==> src/rtl/control_pkg.sv <==
// Shared encodings for the multi-cycle control unit: FSM states, opcodes,
// opcode classes, mux select codes and the packed control word.
package control_pkg;

  typedef enum logic [3:0] {
    S_IDLE      = 4'd0,
    S_FETCH     = 4'd1,
    S_DECODE    = 4'd2,
    S_EXEC_R    = 4'd3,
    S_EXEC_ADDR = 4'd4,
    S_MEM       = 4'd5,
    S_WB_R      = 4'd6,
    S_WB_I      = 4'd7,
    S_WB_MEM    = 4'd8,
    S_BRANCH    = 4'd9,
    S_JUMP      = 4'd10
  } state_t;

  localparam logic [5:0] OP_R    = 6'd0;
  localparam logic [5:0] OP_LW   = 6'd1;
  localparam logic [5:0] OP_SW   = 6'd2;
  localparam logic [5:0] OP_BEQ  = 6'd3;
  localparam logic [5:0] OP_ADDI = 6'd4;
  localparam logic [5:0] OP_J    = 6'd5;

  typedef enum logic [2:0] {
    OPC_R    = 3'd0,
    OPC_LW   = 3'd1,
    OPC_SW   = 3'd2,
    OPC_BEQ  = 3'd3,
    OPC_ADDI = 3'd4,
    OPC_J    = 3'd5,
    OPC_ILL  = 3'd6
  } opclass_t;

  localparam logic [1:0] ALU_ADD   = 2'b00;
  localparam logic [1:0] ALU_SUB   = 2'b01;
  localparam logic [1:0] ALU_FUNCT = 2'b10;

  localparam logic [1:0] PCSRC_ALU    = 2'b00;
  localparam logic [1:0] PCSRC_ALUOUT = 2'b01;
  localparam logic [1:0] PCSRC_JUMP   = 2'b10;

  localparam logic [1:0] SRCB_REGB   = 2'b00;
  localparam logic [1:0] SRCB_FOUR   = 2'b01;
  localparam logic [1:0] SRCB_IMM    = 2'b10;
  localparam logic [1:0] SRCB_IMM_SH = 2'b11;

  typedef struct packed {
    logic       memreq;
    logic       memread;
    logic       memwrite;
    logic       iord;
    logic       irwrite;
    logic       pcwrite;
    logic       pcwritecond;
    logic [1:0] pcsource;
    logic       regwrite;
    logic       regdst;
    logic       memtoreg;
    logic       alusrca;
    logic [1:0] alusrcb;
    logic [1:0] aluop;
    logic       illegal;
  } ctrl_t;

  function automatic opclass_t classify_op(input logic [5:0] op);
    opclass_t cls;
    case (op)
      OP_R:    cls = OPC_R;
      OP_LW:   cls = OPC_LW;
      OP_SW:   cls = OPC_SW;
      OP_BEQ:  cls = OPC_BEQ;
      OP_ADDI: cls = OPC_ADDI;
      OP_J:    cls = OPC_J;
      default: cls = OPC_ILL;
    endcase
    return cls;
  endfunction

endpackage

==> src/rtl/control_output_decode.sv <==
// Combinational state -> control-word decode for the multi-cycle controller.
// The fetch-completion and memory-direction bits are qualified by the handshake and opcode class.
module control_output_decode
  import control_pkg::*;
(
  input  state_t   state,
  input  logic     mem_ready,
  input  opclass_t op_class,
  output ctrl_t    ctrl
);

  // Control word for the current state; everything not named stays 0.
  always_comb begin
    ctrl = '0;
    case (state)
      S_FETCH: begin
        ctrl.memreq  = 1'b1;
        ctrl.memread = 1'b1;
        ctrl.alusrcb = SRCB_FOUR;
        ctrl.aluop   = ALU_ADD;
        if (mem_ready) begin
          ctrl.irwrite  = 1'b1;
          ctrl.pcwrite  = 1'b1;
          ctrl.pcsource = PCSRC_ALU;
        end else begin
          ctrl.irwrite  = 1'b0;
          ctrl.pcwrite  = 1'b0;
        end
      end
      S_DECODE: begin
        ctrl.alusrcb = SRCB_IMM_SH;
        ctrl.aluop   = ALU_ADD;
        ctrl.illegal = (op_class == OPC_ILL);
      end
      S_EXEC_R: begin
        ctrl.alusrca = 1'b1;
        ctrl.alusrcb = SRCB_REGB;
        ctrl.aluop   = ALU_FUNCT;
      end
      S_EXEC_ADDR: begin
        ctrl.alusrca = 1'b1;
        ctrl.alusrcb = SRCB_IMM;
        ctrl.aluop   = ALU_ADD;
      end
      S_MEM: begin
        ctrl.memreq = 1'b1;
        ctrl.iord   = 1'b1;
        if (op_class == OPC_LW) begin
          ctrl.memread = 1'b1;
        end else if (op_class == OPC_SW) begin
          ctrl.memwrite = 1'b1;
        end else begin
          ctrl.memread  = 1'b0;
          ctrl.memwrite = 1'b0;
        end
      end
      S_WB_R: begin
        ctrl.regwrite = 1'b1;
        ctrl.regdst   = 1'b1;
      end
      S_WB_I: begin
        ctrl.regwrite = 1'b1;
      end
      S_WB_MEM: begin
        ctrl.regwrite = 1'b1;
        ctrl.memtoreg = 1'b1;
      end
      S_BRANCH: begin
        ctrl.alusrca     = 1'b1;
        ctrl.alusrcb     = SRCB_REGB;
        ctrl.aluop       = ALU_SUB;
        ctrl.pcwritecond = 1'b1;
        ctrl.pcsource    = PCSRC_ALUOUT;
      end
      S_JUMP: begin
        ctrl.pcwrite  = 1'b1;
        ctrl.pcsource = PCSRC_JUMP;
      end
      default: ctrl = '0;
    endcase
  end

endmodule

==> src/rtl/multicycle_control.sv <==
// Multi-cycle instruction sequencer: state register, next-state logic and control outputs.
// Optional INSTR_COUNT_EN adds a retired-instruction counter on port retiredCount.
module multicycle_control
  import control_pkg::*;
#(
  parameter int OPCODE_W = 6,
  parameter int ALUOP_W  = 2,
  parameter int COUNT_W  = 32
) (
  input  logic                clk,
  input  logic                resetN,
  input  logic [OPCODE_W-1:0] opCode,
  input  logic                memReady,
  output logic                memReq,
  output logic                memRead,
  output logic                memWrite,
  output logic                iorD,
  output logic                irWrite,
  output logic                pcWrite,
  output logic                pcWriteCond,
  output logic [1:0]          pcSource,
  output logic                regWrite,
  output logic                regDst,
  output logic                memToReg,
  output logic                aluSrcA,
  output logic [1:0]          aluSrcB,
  output logic [ALUOP_W-1:0]  aluOp,
  output logic                illegalOp
`ifdef INSTR_COUNT_EN
  ,
  output logic [COUNT_W-1:0]  retiredCount
`endif
);

  state_t   state_r;
  state_t   next_state_s;
  opclass_t opclass_s;
  ctrl_t    ctrl_s;

  assign opclass_s = classify_op(6'(opCode));

  // State register; reset returns to IDLE even mid-instruction.
  always_ff @(posedge clk or negedge resetN) begin
    if (!resetN) begin
      state_r <= S_IDLE;
    end else begin
      state_r <= next_state_s;
    end
  end

  // Next-state selection; memReady only matters in FETCH and MEM.
  always_comb begin
    next_state_s = state_r;
    case (state_r)
      S_IDLE:  next_state_s = S_FETCH;
      S_FETCH: begin
        if (memReady) begin
          next_state_s = S_DECODE;
        end else begin
          next_state_s = S_FETCH;
        end
      end
      S_DECODE: begin
        case (opclass_s)
          OPC_R:                     next_state_s = S_EXEC_R;
          OPC_LW, OPC_SW, OPC_ADDI:  next_state_s = S_EXEC_ADDR;
          OPC_BEQ:                   next_state_s = S_BRANCH;
          OPC_J:                     next_state_s = S_JUMP;
          default:                   next_state_s = S_FETCH;
        endcase
      end
      S_EXEC_R: next_state_s = S_WB_R;
      S_EXEC_ADDR: begin
        if (opclass_s == OPC_ADDI) begin
          next_state_s = S_WB_I;
        end else begin
          next_state_s = S_MEM;
        end
      end
      S_MEM: begin
        if (!memReady) begin
          next_state_s = S_MEM;
        end else if (opclass_s == OPC_LW) begin
          next_state_s = S_WB_MEM;
        end else begin
          next_state_s = S_FETCH;
        end
      end
      S_WB_R, S_WB_I, S_WB_MEM, S_BRANCH, S_JUMP: next_state_s = S_FETCH;
      default: next_state_s = S_IDLE;
    endcase
  end

  control_output_decode u_decode (
    .state     (state_r),
    .mem_ready (memReady),
    .op_class  (opclass_s),
    .ctrl      (ctrl_s)
  );

  assign memReq      = ctrl_s.memreq;
  assign memRead     = ctrl_s.memread;
  assign memWrite    = ctrl_s.memwrite;
  assign iorD        = ctrl_s.iord;
  assign irWrite     = ctrl_s.irwrite;
  assign pcWrite     = ctrl_s.pcwrite;
  assign pcWriteCond = ctrl_s.pcwritecond;
  assign pcSource    = ctrl_s.pcsource;
  assign regWrite    = ctrl_s.regwrite;
  assign regDst      = ctrl_s.regdst;
  assign memToReg    = ctrl_s.memtoreg;
  assign aluSrcA     = ctrl_s.alusrca;
  assign aluSrcB     = ctrl_s.alusrcb;
  assign aluOp       = ALUOP_W'(ctrl_s.aluop);
  assign illegalOp   = ctrl_s.illegal;

`ifdef INSTR_COUNT_EN
  logic               retire_s;
  logic [COUNT_W-1:0] count_r;

  // An instruction retires on its final transition back to FETCH.
  always_comb begin
    retire_s = 1'b0;
    case (state_r)
      S_WB_R, S_WB_I, S_WB_MEM, S_BRANCH, S_JUMP: retire_s = 1'b1;
      S_MEM:   retire_s = memReady && (opclass_s == OPC_SW);
      default: retire_s = 1'b0;
    endcase
  end

  // Retired-instruction counter, wrapping naturally.
  always_ff @(posedge clk or negedge resetN) begin
    if (!resetN) begin
      count_r <= {COUNT_W{1'b0}};
    end else if (retire_s) begin
      count_r <= count_r + {{(COUNT_W-1){1'b0}}, 1'b1};
    end else begin
      count_r <= count_r;
    end
  end

  assign retiredCount = count_r;
`endif

endmodule

==> config.mk <==
export PLATFORM = sky130hd
export DESIGN_NAME = multicycle_control
export DESIGN_NICKNAME = d
export VERILOG_FILES = /design/src/rtl/control_pkg.sv /design/src/rtl/control_output_decode.sv /design/src/rtl/multicycle_control.sv
export SDC_FILE = /design/constraint.sdc
export NUM_CORES = 1
export LEC_CHECK = 0
export CORE_MARGIN = 1
export CORE_UTILIZATION = 45
export DETAILED_ROUTE_END_ITERATION = 10
export GPL_TIMING_DRIVEN = 0
export PLACE_DENSITY_LB_ADDON = 0.12
export SLEW_MARGIN = 20
export SYNTH_ARGS = -nofsm -noshare
export SYNTH_HDL_FRONTEND = slang
export SYNTH_HIERARCHICAL = 1
export SYNTH_SLANG_ARGS = --single-unit
==> constraint.sdc <==
create_clock -name clk -period 2.7 [get_ports clk]
set_input_delay 0.405 -clock clk [delete_from_list [all_inputs] [get_ports clk]]
set_output_delay 0.405 -clock clk [all_outputs]
set_load 0.005 [all_outputs]
* Word level (Yosys, flattened, before mapping)
Index checks and enable logic that the tools add are counted.
** Word-level totals
- Bits in registers :: 4
- Input bits :: 9
- Output and inout port bits :: 18
- Logic and storage cells :: 52
** Operators by class
- Equal/unequal tests :: 21
- Multiplexer cells :: 23
- Reduce and logical (&&, ||, !) cells :: 7
** Operators with widths (count)
- $pmux W4 S6 :: 1
- $pmux W4 S5 :: 1
- $pmux W3 S6 :: 1
- $eq A4 B3 Y1 const B :: 4
- $pmux W4 S4 :: 1
- $eq A4 B4 Y1 const B :: 3
- $eq A6 B2 Y1 const B :: 2
- $eq A6 B3 Y1 const B :: 2
- $mux W1 :: 10
- $eq A3 B3 Y1 const B :: 3
- $reduce_or A3 Y1 :: 3
- $eq A4 B2 Y1 const B :: 2
- $mux W2 :: 4
- $mux W4 :: 2
- $pmux W2 S2 :: 2
- $eq A3 B2 Y1 const B :: 2
- $eq A6 B1 Y1 const B :: 1
- $logic_not A6 Y1 :: 1
- $reduce_or A6 Y1 :: 1
- $eq A4 B1 Y1 const B :: 1
- $logic_not A4 Y1 :: 1
- $eq A3 B1 Y1 const B :: 1
- $logic_not A3 Y1 :: 1
- $pmux W1 S2 :: 1

* Logic depth before layout (Yosys ltp)
Gate-level depths: netlist of run 1.
- Word-level depth :: 6
- Depth in mapped cells :: 5
- Mapped depth without buffers :: 5

* Cells and area by module
Netlist of run 1, hierarchy kept.
** Modules (own cells, without submodules)
- multicycle_control :: instances 1, cells each 50, area each 402.9 um2, sequential area each 100.1 um2
- control_output_decode :: instances 1, cells each 36, area each 289.0 um2, sequential area each 0.0 um2

* Worst setup path after synthesis of run 1
Ideal clock, no wire load.
- Kind :: input-to-output
- Start :: in opCode[3]
- End :: out memRead
- Data arrival time :: 1.533 ns
- Required time :: 2.295 ns
- Path slack :: 0.762 ns
- Cell stages on the path :: 5
- Buffers on the path :: 0
- Path through :: nor3_2 -> nand2_1 -> a21oi_1 -> or3b_1 -> a211oi_2
** On the way
- Cells in the longest elaborated chain, start to end :: 5
- Elaborated cells on any way between the ends :: 10
** RTL lines
- start, declared :: line multicycle_control.sv:12 : input logic [OPCODE_W-1:0] opCode,
- $eq A6 B3 Y1, or another cell as far along :: line control_pkg.sv:69 : case (op)
- $pmux W3 S6 (*) :: line control_pkg.sv:69
- net opclass_s[0] :: line multicycle_control.sv:37 : opclass_t opclass_s;
- $eq A3 B1 Y1 (*) :: line control_output_decode.sv:48 : if (op_class == OPC_LW) begin
- $mux W1 (*) :: line control_output_decode.sv:48
- $pmux W2 S2 (*) :: line control_output_decode.sv:15 : case (state)
- end, declared :: line multicycle_control.sv:15 : output logic memRead,
The timed path passes the listed nets; every way through them passes the cells marked *.

* Final worst setup path of run 1
- Start :: in opCode[5]
- End :: out memRead
Same word-level chain as after synthesis.

==> results of run 1 <==
[power groups by stage]
stage,Clock (W),Combinational (W),Sequential [W]
after global placement,0,0.000543,0.000145
final,0.0000723,0.000549,0.000149
after floorplan,0,0.000350,0.000128
after detailed placement,0,0.000553,0.000148
after global routing,0.0000813,0.000595,0.000153
after CTS,0.0000769,0.000553,0.000147
[path summary, 6_finish.rpt]
check,from,slack [ns],cells after the start,to
hold reg to reg,state_r[3],0.62,1,state_r[2]
min in group clk,opCode[3],0.60,4,state_r[3]
hold / removal,resetN,0.37,1,state_r[0]
setup reg to reg,state_r[0],1.03,4,state_r[3]
max in group asynchronous,resetN,2.17,1,state_r[1]
setup / recovery,opCode[5],0.10,7,memRead
[per-layer routing]
layer	GRT usage [%]	wire length, um	part of all wire (%)
met1	29.7	829	48
met2	36.3	818	47
met3	1.63	60	3.5
met4	9.68	14	0.81
met5	0	0	0
[final cells by class]
class	instances	area, um2
repair buffers	27	267
well taps	15	18.8
inverters	4	15.0
plain buffers	6	51.3
clock buffers	3	22.5
multi-input cells	72	538
flip-flops and latches	4	100
fillers	117	354
[critical path: stages]
cell and delay [ns]:
sky130_fd_sc_hd__clkdlybuf4s50_1 0.46, sky130_fd_sc_hd__nor3_4 0.22, sky130_fd_sc_hd__nand2_1 0.11, sky130_fd_sc_hd__a21oi_2 0.15
sky130_fd_sc_hd__or3b_4 0.40, sky130_fd_sc_hd__a211oi_2 0.21, sky130_fd_sc_hd__dlygate4sd2_1 0.25
[through the flow]
| stage | cell area [um2] | hold WS (ns) | setup TNS, ns | util [%] | power, W |
|---|---|---|---|---|---|
| 2_1_floorplan | 692 | 0.109 | 0 | - | 0.000479 |
| 3_3_place_gp | 961 | 0.609 | -0.306 | 70.3 | 0.000688 |
| 3_5_place_dp | 961 | 0.613 | -0.309 | 70.3 | 0.000701 |
| 4_1_cts | 1010 | 0.361 | 0 | 73.7 | 0.000777 |
| 5_1_grt | 1010 | 0.381 | 0 | 74.1 | 0.000830 |
| 6_report | 1010 | 0.368 | 0 | 74.1 | 0.000771 |
[synthesized netlist by cell type (2+ instances only)]
library cell | number | area (um2)
sky130_fd_sc_hd__dfrtp_1 | 4 | 100
sky130_fd_sc_hd__nand2b_1 | 9 | 56.3
sky130_fd_sc_hd__buf_2 | 2 | 10.0
sky130_fd_sc_hd__nor2_1 | 9 | 33.8
sky130_fd_sc_hd__xnor2_1 | 3 | 26.3
sky130_fd_sc_hd__nand2_1 | 4 | 15.0
sky130_fd_sc_hd__a21oi_1 | 7 | 35.0
sky130_fd_sc_hd__nor3_1 | 3 | 15.0
sky130_fd_sc_hd__o21ai_1 | 3 | 15.0
sky130_fd_sc_hd__o211ai_1 | 2 | 15.0
sky130_fd_sc_hd__a211oi_2 | 2 | 25.0
sky130_fd_sc_hd__nand3b_1 | 2 | 15.0
sky130_fd_sc_hd__buf_6 | 3 | 33.8
sky130_fd_sc_hd__inv_1 | 3 | 11.3
sky130_fd_sc_hd__or3_1 | 2 | 12.5
sky130_fd_sc_hd__nand4bb_1 | 2 | 22.5
[cells by family after synthesis]
group / Yosys count / share of synthesized area [%]
compound gates: 24 / 25.3
xor+xnor: 3 / 3.80
buf+inv: 10 / 9.58
flops: 4 / 14.5
simple gates: 45 / 46.8
[what timing repair did]
item / in CTS / in global routing
hold endpoints to repair: 0 / 0
pin swaps: 1 / 1
endpoints found under the setup margin: 1 / 1
setup buffers: 2 / 0
gates resized for setup: 3 / 2
gates cloned: 0 / 0
==> results.md, run 1 <==
| Step | Metric | Value |
|---|---|---|
| detailed routing | Iteration count of the initial detailed-routing pass | 4 |
| placed design | Count of placed standard cells including taps | 126 |
| final layout | Most used cells in the layout excluding fill and tap cells | sky130_fd_sc_hd__clkdlybuf4s50_1 (23), sky130_fd_sc_hd__nand2b_1 (9), sky130_fd_sc_hd__nor2_1 (9) |
| power and ir drop | Clock network power share | 9.4% |
| worst setup path | Crit Path Max Fanout | 3 |
| synthesis | Netlist area before placement | 692 um2 |
| worst setup path | Critical path endpoint category | output port |
| synthesis | Most common flop cell mapped by yosys | sky130_fd_sc_hd__dfrtp_1 |
| final layout | Fraction of final layout cells with drive strength greater than 1 | 19.8% |
| sta | Maximum operating frequency | 0.385 GHz |
| sta | Unrepaired setup endpoints after global routing | false |
| clock network | CTS H-tree depth | 1 |
| final layout | Post-Layout Cell Count | 131 |
| hold path | Class of the tightest hold or removal check | input port to asynchronous set/reset pin |
| floorplan | Chip Width | 41.2 um |
| final layout | Number of flip-flops under the largest register name | 4 |
| detailed routing | Wire length per cell | 13.2 um |
| clock network | Post-CTS Hold Buffers | 0 |
| detailed routing | Via-per-instance ratio | 5.69 |
| worst setup path | Startpoint class of the critical path | input port |
| floorplan | Std cell rows | 13 |
| detailed routing | Wire length after detailed routing | 1.72 mm |
| power and ir drop | Switching pwr | 0.000324 W |
| floorplan | DIE HEIGHT | 41.2 um |
| final layout | Net total in the final layout | 127 |
| placed design | Number of buffers inserted by port buffering | 25 |
| global route | Antenna violations before repair | 0 |
| global route | Total overflow reported by the global router | 0 |
| sta | Number of endpoints failing setup at the final stage | 0 |
| synthesis | Mean area per synthesized cell | 8.05 um2 |
| detailed routing | Number of remaining DRC errors | 0 |
| sta | Slew of the pin with the lowest slew margin | 0.508 ns |
| worst setup path | Arrival time worst endpoint | 2.19 ns |
| clock network | Clock tree from TritonCTS | done |
| global route | Maximum number of pins on one net before global-route repair | 18 |
| sta | Final hold violation count | 0 |
| synthesis | Seq/Total Area, Yosys | 14.5% |
| global route | First-pass GRT wire length | 2.53 mm |
| final layout | Register ranked first by flip-flop count | state_r |
| floorplan | Total die area | 1700 um2 |
| sta | Worst setup margin | 0.100 ns |
| synthesis | Seq cells post-synth | 4 |
| final layout | Registers with the highest flip-flop counts | state_r x4 |
| power and ir drop | Sw Share | 42.1% |
| floorplan | Initial Util | 50.6% |
| floorplan | # IOs | 27 |
| synthesis | Number of instances in the synthesized netlist | 86 |
| power and ir drop | Leakage power total | 0.372 nW |
| power and ir drop | Power Density | 762 nW/um2 |
| sta | Worst-case clock skew | 0.00396 ns |
| clock network | Sinks on Clock Net | 4 |
| final layout | Area overhead of the layout relative to synthesis | 46.3% |
| global route | Number of global-route vias before repair | 566 |
| power and ir drop | Worst voltage drop across the vdd grid | 0.000322 V |
| job | Max capacitance violation total | 0 |
| clock network | Total CTS buffers | 3 |
| final layout | Inserted Diodes | 0 |
| synthesis | Fraction of synthesis flops using an asynchronous set or reset pin | 100% |
| placed design | Pre-CTS WS | -0.309 ns |
| clock network | Clk buf depth | 2 |
| clock network | Clock root buffer | sky130_fd_sc_hd__clkbuf_4 |
| outcome | Outcome | complete, no violations |
| power and ir drop | Combinational group share of total power | 71.3% |
| power and ir drop | Pint | 0.000447 W |
| sta | Shortest clock period the worst path allows after layout | 2.60 ns |
| worst setup path | Critical path data required time | 2.30 ns |
| detailed routing | Vias after detailed routing | 746 |
| sta | Fraction of the cycle the final worst path needs | 96.3% |
| power and ir drop | Sequential group share of total power | 19.4% |
| synthesis | Syn nets | 95 |
| detailed routing | Count of antenna-violating nets left after detailed routing | 0 |
| global route | Global-route total usage across every layer | 22.3% |
| detailed routing | Iter 0 DRT Violations | 16 |
| final layout | Most frequent standard cell in the layout excluding fill and tap cells | sky130_fd_sc_hd__clkdlybuf4s50_1 |
| synthesis | Number of different library cells in the post-synthesis netlist | 42 |
| sta | Number of pins with negative max-slew slack in the final report | 0 |
| sta | Relative slew slack | 66.1% |
| placed design | Routability congestion estimate | 0.769 |
| clock network | Clock-pin slew on the worst setup and hold paths | 0.04 ns |
| synthesis | Count of flip-flops with a built-in enable after synthesis | 0 |
| placed design | HPWL reported at the end of detailed placement | 1.18 mm |
| clock network | Insertion delay of the later-clocked pin in the worst-skew pair | 0.23 ns |
| synthesis | Yosys warns | 6 |
| floorplan | Placeable core area | 1370 um2 |
| worst setup path | Worst Path Class, Setup | input port to output port |
Power figures use the tool's default switching activity.
==> run 2, diff against run 1 <==
--- a/config.mk
+++ b/config.mk
@@ -6,7 +6,8 @@
 export NUM_CORES = 1
 export LEC_CHECK = 0
 export CORE_MARGIN = 1
-export CORE_UTILIZATION = 45
+export CORE_UTILIZATION = 40
+export CTS_BUF_LIST = sky130_fd_sc_hd__clkbuf_2 sky130_fd_sc_hd__clkbuf_4 sky130_fd_sc_hd__clkbuf_8
 export DETAILED_ROUTE_END_ITERATION = 10
 export GPL_TIMING_DRIVEN = 0
 export PLACE_DENSITY_LB_ADDON = 0.12
==> constraint.sdc (replaced) <==
create_clock -name clk -period 2.1 [get_ports clk]
set_input_delay 0.315 -clock clk [delete_from_list [all_inputs] [get_ports clk]]
set_output_delay 0.315 -clock clk [all_outputs]
set_load 0.005 [all_outputs]
==> results.md, run 2 (same netlist as run 1, synthesis figures left out) <==
| Step | Metric | Value | vs previous |
|---|---|---|---|
| floorplan | Std cell rows | 14 | +1 |
| worst setup path | Number of buffers and inverters on the critical path | 4 | +2 |
| worst setup path | Start point of the critical path | state_r[1] |  |
| job | Max capacitance violation total | 0 | unchanged |
| global route | Total overflow reported by the global router | 0 | unchanged |
| detailed routing | Wire length after detailed routing | 2.00 mm | +16% |
| sta | Number of endpoints failing setup at the final stage | 0 | unchanged |
| worst setup path | Crit Reg-Reg Startpoint | state_r[2] |  |
| outcome | Outcome | complete, but fails checks |  |
| global route | First-pass GRT wire length | 3.12 mm | +23% |
| placed design | HPWL reported at the end of detailed placement | 1.27 mm | +8.3% |
| floorplan | Placeable core area | 1560 um2 | +14% |
| outcome | Violations in the final reports | design-rule violations |  |
| clock network | Clk buf depth | 2 | unchanged |
| floorplan | Total die area | 1900 um2 | +12% |
| hold path | Class of the tightest hold or removal check | input port to asynchronous set/reset pin |  |
| clock network | Post-CTS Hold Buffers | 0 | unchanged |
| floorplan | Chip Width | 43.6 um | +5.8% |
| final layout | Net total in the final layout | 135 | +6.3% |
| final layout | Fraction of final layout cells with drive strength greater than 1 | 34.7% | +15 points |
| final layout | Inserted Diodes | 0 | unchanged |
| detailed routing | Vias after detailed routing | 815 | +9.2% |
| global route | Global-route total usage across every layer | 21.3% | -1.1 points |
| final layout | Summed area of non-filler cells in the final layout | 1110 um2 | +9.9% |
| global route | Number of global-route vias before repair | 706 | +25% |
| clock network | Sinks on Clock Net | 4 | unchanged |
| placed design | Routability congestion estimate | 0.801 | +4.2% |
| worst setup path | Gate family responsible for the most delay along the worst path | buffers and inverters |  |
| worst setup path | Cell seen most often among critical-path stages | sky130_fd_sc_hd__buf_6 |  |
| clock network | CTS H-tree depth | 1 | unchanged |
| placed design | Area of placed instances | 962 um2 | +0.13% |
| floorplan | Initial Util | 44.4% | -6.3 points |
| worst setup path | R2R setup slack | 0.48 ns | -0.55 ns |
| worst setup path | Endpoint of the worst-slack reg-to-reg timing path | state_r[3] |  |
| worst setup path | Arrival time worst endpoint | 1.71 ns | -0.48 ns |
| final layout | Register ranked first by flip-flop count | state_r |  |
| detailed routing | Count of antenna-violating nets left after detailed routing | 0 | unchanged |
| worst setup path | Worst Path Class, Setup | register to output port |  |
| detailed routing | Iteration count of the initial detailed-routing pass | 7 | +3 |
| worst setup path | Critical path data required time | 1.78 ns | -0.52 ns |
| worst setup path | Cell Chain, Critical Path | buf_6 -> nand2b_1 -> buf_6 -> buf_4 -> nor4b_4 -> clkdlybuf4s15_1 |  |
| worst setup path | Startpoint class of the critical path | register |  |
| detailed routing | Number of remaining DRC errors | 1 | +1 |
| sta | Slew of the pin with the lowest slew margin | 0.287 ns | -0.221 ns |
| global route | Maximum number of pins on one net before global-route repair | 18 | unchanged |
| sta | Fraction of the cycle the final worst path needs | 96.6% |  |
| placed design | Pre-CTS WS | -0.741 ns | -0.432 ns |
| final layout | Number of flip-flops under the largest register name | 4 | unchanged |
| clock network | Insertion delay of the later-clocked pin in the worst-skew pair | 0.24 ns | about the same |
| floorplan | # IOs | 27 | unchanged |
| power and ir drop | Worst voltage drop across the vdd grid | 0.000583 V | +81% |
| worst setup path | Cell depth of the worst flop-to-flop path | 5 | +1 |
| sta | Final hold violation count | 0 | unchanged |
| worst setup path | Critical path endpoint category | output port |  |
| placed design | Number of buffers inserted by port buffering | 25 | unchanged |
| worst setup path | Crit Path Max Fanout | 10 | +7 |
| sta | Maximum operating frequency | 0.493 GHz |  |
| clock network | Clock root buffer | sky130_fd_sc_hd__clkbuf_4 |  |
| power and ir drop | Power Density | 984 nW/um2 | +29% |
| sta | Unrepaired setup endpoints after global routing | false |  |
| final layout | Most used cells in the layout excluding fill and tap cells | sky130_fd_sc_hd__clkdlybuf4s50_1 (12), sky130_fd_sc_hd__buf_4 (12), sky130_fd_sc_hd__nor2_1 (8) |  |
| power and ir drop | Leakage power total | 0.476 nW | +28% |
| detailed routing | Wire length per cell | 14.3 um | +8.5% |
| final layout | Registers with the highest flip-flop counts | state_r x4 |  |
| clock network | Total CTS buffers | 3 | unchanged |
| placed design | Count of placed standard cells including taps | 127 | +0.79% |
| worst setup path | Slowest stage delay, CP | 0.41 ns | -0.05 ns |
| floorplan | DIE HEIGHT | 43.6 um | +5.8% |
| sta | Number of pins with negative max-slew slack in the final report | 0 | unchanged |
| sta | Shortest clock period the worst path allows after layout | 2.03 ns |  |
| sta | Worst setup margin | 0.0713 ns | -0.0292 ns |
| sta | Relative slew slack | 80.6% | +14 points |
| final layout | Area overhead of the layout relative to synthesis | 60.8% |  |
| clock network | Clock tree from TritonCTS | done |  |
| global route | Antenna violations before repair | 0 | unchanged |
| final layout | Post-Layout Cell Count | 140 | +6.9% |
| sta | Worst-case clock skew | 0.00439 ns | +0.000428 ns |
| clock network | Clock-pin slew on the worst setup and hold paths | 0.04 ns | about the same |
| power and ir drop | Design Power | 0.00110 W | +42% |
| detailed routing | Via-per-instance ratio | 5.82 | +2.2% |
| worst setup path | Cell at the slowest stage of the critical path | sky130_fd_sc_hd__dfrtp_2 |  |
| worst setup path | Cell count along the critical path | 6 | -1 |
| detailed routing | Iter 0 DRT Violations | 18 | +2 |
[run 2: changes by cell type in the layout (fill, tap and decap cells not counted), sizes merged]
cell           delta
clkbuf            +1
dlymetal6s2s      +3
clkdlybuf4s50    -11
buf               +9
dlygate4sd2       +3
clkdlybuf4s15     +3
[run 2: layout make-up]
cell class	instances	area [um2]
Tap cell	16	20.0
Clock buffer	3	22.5
Timing Repair Buffer	35	320
Multi-Input combinational cell	72	576
Inverter	4	15.0
Fill cell	142	447
Buffer	6	53.8
Sequential cell	4	105
[run 2: what timing repair did]
action                                  CTS  global route
buffers inserted                          6             4
resized for setup                        26            12
endpoints found under the hold margin     0             0
endpoints found under the setup margin   14             8
cloned                                    0             0
pin swaps                                 1             3
[run 2: where the power goes]
| group | leakage, nW | switching (W) | internal (W) |
|---|---|---|---|
| logic | 0.417 | 0.000365 | 0.000459 |
| clock network | 0.0138 | 0.0000328 | 0.0000640 |
| registers | 0.0452 | 0.0000653 | 0.000109 |
| total | 0.476 | 0.000464 | 0.000631 |
[run 2: stage by stage]
stage	hold slack [ns]	TNS [ns]	utilization, %
finish	0.278	0	71.3
global route	0.285	0	71.3
CTS	0.273	-0.00757	68.3
detailed placement	0.522	-1.32	61.7
global placement	0.523	-1.33	61.7
floorplan	0.0194	0	-
[run 2: metal layers]
metal | wire length (um) | vias to the layer above | GRT usage (%) | share of wire [%]
met5 | 0 | - | 0 | 0
met4 | 13 | 0 | 5.63 | 0.65
met3 | 94 | 2 | 2.50 | 4.7
met2 | 1000 | 24 | 37.0 | 50
met1 | 886 | 396 | 27.5 | 44
li1 | - | 393 | - | -
[run 2: worst max-delay path by stage]
| stage | to | slack, ns |
|---|---|---|
| after detailed placement | memRead | -0.74 |
| after global placement | memRead | -0.74 |
| after CTS | aluSrcB[0] | -0.008 |
| after global routing | aluOp[0] | 0.01 |
| after floorplan | memRead | 0.34 |
| final | irWrite | 0.07 |
==> run 3, diff against run 2 <==
--- a/config.mk
+++ b/config.mk
@@ -5,6 +5,7 @@
 export SDC_FILE = /design/constraint.sdc
 export NUM_CORES = 1
 export LEC_CHECK = 0
+export ABC_CLOCK_PERIOD_IN_PS = 2100
 export CORE_MARGIN = 1
 export CORE_UTILIZATION = 40
 export CTS_BUF_LIST = sky130_fd_sc_hd__clkbuf_2 sky130_fd_sc_hd__clkbuf_4 sky130_fd_sc_hd__clkbuf_8
==> results of run 3 <==
No change in the layout: final DEF, timing and power equal those of run 2.
==> patch 1 (flow settings as in run 3) <==
Encoding of `state_t`: now one-hot (11 bits for 11 states).
--- a/src/rtl/control_pkg.sv
+++ b/src/rtl/control_pkg.sv
@@ -2,18 +2,18 @@
 // opcode classes, mux select codes and the packed control word.
 package control_pkg;
 
-  typedef enum logic [3:0] {
-    S_IDLE      = 4'd0,
-    S_FETCH     = 4'd1,
-    S_DECODE    = 4'd2,
-    S_EXEC_R    = 4'd3,
-    S_EXEC_ADDR = 4'd4,
-    S_MEM       = 4'd5,
-    S_WB_R      = 4'd6,
-    S_WB_I      = 4'd7,
-    S_WB_MEM    = 4'd8,
-    S_BRANCH    = 4'd9,
-    S_JUMP      = 4'd10
+  typedef enum logic [10:0] {
+    S_IDLE      = 11'b00000000001,
+    S_FETCH     = 11'b00000000010,
+    S_DECODE    = 11'b00000000100,
+    S_EXEC_R    = 11'b00000001000,
+    S_EXEC_ADDR = 11'b00000010000,
+    S_MEM       = 11'b00000100000,
+    S_WB_R      = 11'b00001000000,
+    S_WB_I      = 11'b00010000000,
+    S_WB_MEM    = 11'b00100000000,
+    S_BRANCH    = 11'b01000000000,
+    S_JUMP      = 11'b10000000000
   } state_t;
 
   localparam logic [5:0] OP_R    = 6'd0;
Behaviour: same outputs for any inputs over 10 cycles, from zero or initial values and one cycle with resetN low; not proved beyond that.
==> patch 1 against run 3 <==
Die area up 40%. Sequential share of layout area up 9.5 points. Core utilization down 4.8 points. Sequential cell count up 7. Cell count up 41%. Wire length up 51%. Worst setup slack worse by 18 ps. Power down 15%. Synthesized area up 42%. Design area up 36%.
==> patch 1: results (changes against run 3) <==
- Max_slew headroom: 66.71% (-14 points)
- R2R cell count: 5 (unchanged)
- Placed Instances: 172 (+35%)
- XOR/XNOR share of the synthesized area: 5.337% (+1.5 points)
- Met3 WL post-DR: 184 um (+96%)
- Largest net degree at the start of global routing: 12 (-6)
- Net Sw Frac: 39.81% (-2.5 points)
- Nets@finish: 179 (+33%)
- Cell Area, Placed: 1270 sq um (+32%)
- CP max-delay cell: dfrtp_1
- Critical Path Fanout Max: 6 (-4)
- 1st-iter DRT viols: 28 (+10)
- Setup Fix Bufs, Post-CTS: 20 (+14)
- Worst setup margin: 53.26 ps (-17.99 ps)
- GP Congestion: 0.9037 (+13%)
- GR Layer Usage met1: 33.03% (+5.5 points)
- Worst VDD drop: 0.4783 mV (-18%)
- Layout cells sized above 1: 40.83% (+6.2 points)
- Outcome: complete, no violations
- DRT Wirelength: 3018 um (+51%)
- Seq/Total Area, Yosys: 28.08% (+14 points)
- GRT Overall Usage: 25.26% (+4.0 points)
- Clock Power Share: 15.3% (+6.5 points)
- Most area-consuming cells after synthesis: dfrtp_1 25%, nor2_1 6.1%, nor4b_2 6.1%
- Detail Placement HPWL: 1894 um (+49%)
- Met2 Usage GRT: 42.64% (+5.6 points)
- WHS Path Cells: 2
- Vias: 1127 (+38%)
- Class of the worst hold path: in2reg
- Synth Area in Compound Gates: 10.93% (-14 points)
- Metal-1 WL: 1337 um (+51%)
- FF-to-FF Start: state_r[10]
- Leakage: 0.7309 nW (+54%)
- Met2 routed WL: 1474 um (+47%)
- Final Power: 0.9333 mW (-15%)
- Clk slew on worst S/H paths: 70 ps (+30 ps)
- Regs by FF count: state_r: 11 flops
- CP max stage delay: ~400 ps
- Fillers: 203 (+43%)
- Worst skew pair latency: 270 ps (+30 ps)
- Seq pwr: 0.322 mW (+85%)
- Net Count, Synth: 128 (+35%)
- Mean area per synthesized cell: 8.275 sq um (+2.8%)
- Post-CTS Resized: 40 (+54%)
- Pre-CTS setup slack: -481.1 ps (+260.3 ps)
- Global-route wire length before repair: 5016 um (+61%)
- Drt via density: 5.721 (-1.7%)
- Clock Path Buffers: 2 (unchanged)
- Clk_skew: 0.7387 ps (-3.653 ps)
- Drt first pass iters: 4 (-3)
- Grt met3 use: 6.433% (+3.9 points)
- Synth cell types: 40 (-4.8%)
- List of most frequent post-synthesis cells: 16 x nor2_1, 11 x nand2_1, 11 x o21ai_0
- CP startpoint: state_r[3]
- Reg2reg setup slack: 290 ps (-190 ps)
- CP Data Arrival Time: 1730 ps (+20 ps)
- Crit path to: aluSrcB[1]
- Final hold slack: 328.4 ps (+50.63 ps)
patch 1: changes by cell type after synthesis, sizes merged, moves of 5 or more:
cell / before / now
a21oi: 8 / 2
o21ai: 4 / 11
nand3: 0 / 5
nor4: 2 / 7
nand2: 4 / 11
dfrtp: 4 / 10
nor2: 9 / 16
nand2b: 9 / 4
patch 1: area by class of cell:
type / count / area (sq um) / share of cell area (%)
tap: 28 / 35.03 / 2.314
clock inverter: 1 / 5.005 / 0.3306
multi-input combinational: 101 / 757.0 / 50.00
buffer: 3 / 23.77 / 1.570
sequential: 11 / 286.5 / 18.93
inverter: 4 / 15.01 / 0.9917
clock buffer: 3 / 22.52 / 1.488
timing repair buffer: 46 / 369.1 / 24.38
patch 1: critical path, delay by kind of cell (launching register included):
| kind | cells | cell delay (ps) |
|---|---|---|
| AND/OR/NAND/NOR | 2 | 280 |
| buffers and inverters | 4 | 650 |
| AO/OA/AOI/OAI | 1 | 150 |
| flip-flops | 1 | 400 |
==> patch 2 (settings of run 3) <==
Without the edit above. The parameter `ALUOP_W` goes from 2 to 3.
--- a/src/rtl/multicycle_control.sv
+++ b/src/rtl/multicycle_control.sv
@@ -4,7 +4,7 @@
   import control_pkg::*;
 #(
   parameter int OPCODE_W = 6,
-  parameter int ALUOP_W  = 2,
+  parameter int ALUOP_W  = 3,
   parameter int COUNT_W  = 32
 ) (
   input  logic                clk,
Interface: changed (resized aluOp); port bits go from 27 to 28. The function was not compared with the original's and may differ.
==> patch 2 against run 3 <==
Synthesized cell count rose by 2.3%. Cell count rose by 1.4%. Via count rose by 0.49%. Synthesized area rose by 1.6%. Sequential power fell by 6%. Wire length did not move. Worst setup slack got worse by 36 ps. Design area rose by 0.34%. Power rose by 6.2%. Critical path depth fell by 3. Sequential cell count did not move.
==> patch 2: results (changes against run 3) <==
- Outcome: complete, no violations
- CP startpoint: state_r[0]
- Class of the worst hold path: in2async
- Inserted Diodes: 0 (unchanged)
- Worst VDD drop: 0.4611 mV (-21%)
- Family with the most delay on the worst path: buffers and inverters
- Yosys warnings: 6 (unchanged)
- Largest net degree at the start of global routing: 18 (unchanged)
- Detail Placement HPWL: 1302 um (+2.3%)
- Most area-consuming cells after synthesis: dfrtp_1 14%, nand2b_1 8.0%, a21oi_1 5.0%
- R2R cell count: 5 (unchanged)
- Async S/R FF share, synth: 100.0% (unchanged)
- Seq/Total Area, Yosys: 14.23% (-0.23 points)
- Worst R2R End: state_r[3]
- CP max-delay cell: clkdlybuf4s50_1
- Clk_skew: 3.307 ps (-1.084 ps)
- Top pwr grp: combinational logic
- Worst skew pair latency: 240 ps (about the same)
- Vias: 819 (+0.49%)
- Placed Instances: 129 (+1.6%)
- CTS buffer count: 3 (unchanged)
- Global-route wire length before repair: 3029 um (-2.9%)
- Clock Power Share: 8.3% (-0.5 points)
- Regs by FF count: state_r: 4 flops
- Layout cells sized above 1: 35.71% (+1.0 points)
- DR WL/cell: 14.06 um (-1.4%)
- Synth cell types: 43 (+2.4%)
- P_int: 0.6857 mW (+8.6%)
- Crit path to: illegalOp
- CP Class: reg2out
- Final Instance Count excl. Fillers: 142 (+1.4%)
- Port-buffer cells: 25 (unchanged)
- Worst setup margin: 34.80 ps (-36.46 ps)
- H-Tree Level Count: 1 (unchanged)
- CP max stage delay: 550 ps (+140 ps)
- Drt first pass iters: 6 (-1)
- Clk slew on worst S/H paths: 40 ps (about the same)
- 1st-iter DRT viols: 13 (-5)
- Reg2reg setup slack: 380 ps (-100 ps)
- CP Data Arrival Time: 1750 ps (+40 ps)
- Clock Path Buffers: 2 (unchanged)
- Pre-CTS setup slack: -789.8 ps (-48.30 ps)
- Leakage: 0.4604 nW (-3.2%)
- GP Congestion: 0.8162 (+1.9%)
- Vias in the first global route: 691 (-2.1%)
- Root Driver: clkbuf_4
- Mean area per synthesized cell: 7.991 sq um (-0.68%)
- GRT Overall Usage: 20.68% (-0.59 points)
- Net Count, Synth: 97 (+2.1%)
- Net Sw Frac: 41.02% (-1.3 points)
- Predominant post-synthesis flop cell: dfrtp_1
- Comb. pwr: 0.903 mW (+9.6%)
- Antenna violations before repair: 0 (unchanged)
- List of most frequent post-synthesis cells: 9 x nand2b_1, 9 x nor2_1, 7 x a21oi_1
- Cell Area, Placed: 973.4 sq um (+1.2%)
- Critical Path Fanout Max: 10 (unchanged)
==> patch 2: final cells by class <==
cell class	instances	area (sq um)
repair buffers	35	321.6
plain buffers	7	61.31
clock buffers	3	22.52
well taps	16	20.02
flip-flops and latches	4	105.1
fillers	136	460.4
multi-input cells	73	570.5
inverters	4	15.01
==> patch 2: worst min-delay path by stage <==
stage | slack, ps | cells past startpoint | from | end
finish | 270 | 1 | resetN | state_r[3]
global route | 290 | 1 | resetN | state_r[2]
CTS | 270 | 1 | resetN | state_r[3]
detailed placement | 520 | 1 | resetN | state_r[2]
global placement | 520 | 1 | resetN | state_r[1]
floorplan | 20 | 0 | resetN | state_r[0]
==> patch 2: per-layer routing <==
| metal | GRT usage, % | wire, um | vias to the layer above | part of all wire (%) |
|---|---|---|---|---|
| met5 | 0 | 0 | - | 0 |
| met1 | 27.50 | 916 | 391 | 46 |
| met4 | 7.879 | 20 | 0 | 1.0 |
| li1 | - | - | 404 | - |
| met2 | 33.73 | 989 | 22 | 50 |
| met3 | 2.917 | 71 | 2 | 3.6 |
==> patch 2: logic make-up (layout without fill, tap and decap cells) <==
logic type,count (synthesis),count (layout),share of synthesized area [%]
and+or+nand+nor,45,45,46.08
AOI/OAI and AO/OA,24,24,24.91
DFF,4,4,14.24
xor gates and xnor gates,3,3,3.737
other,1,1,0.5333
buffers and inverters,11,49,10.50
==> patch 2: repair_timing <==
item	CTS	global route
setup buffers	6	4
gates resized for setup	22	16
pin swaps	2	2
setup endpoints to repair	15	12
==> patch 2: metrics by stage <==
step                setup TNS, ps  util (%)
floorplan                       0         -
global placement            -1312     61.75
detailed placement          -1420     61.75
CTS                        -1.577     67.46
global route               -34.16     70.79
finish                          0     70.79
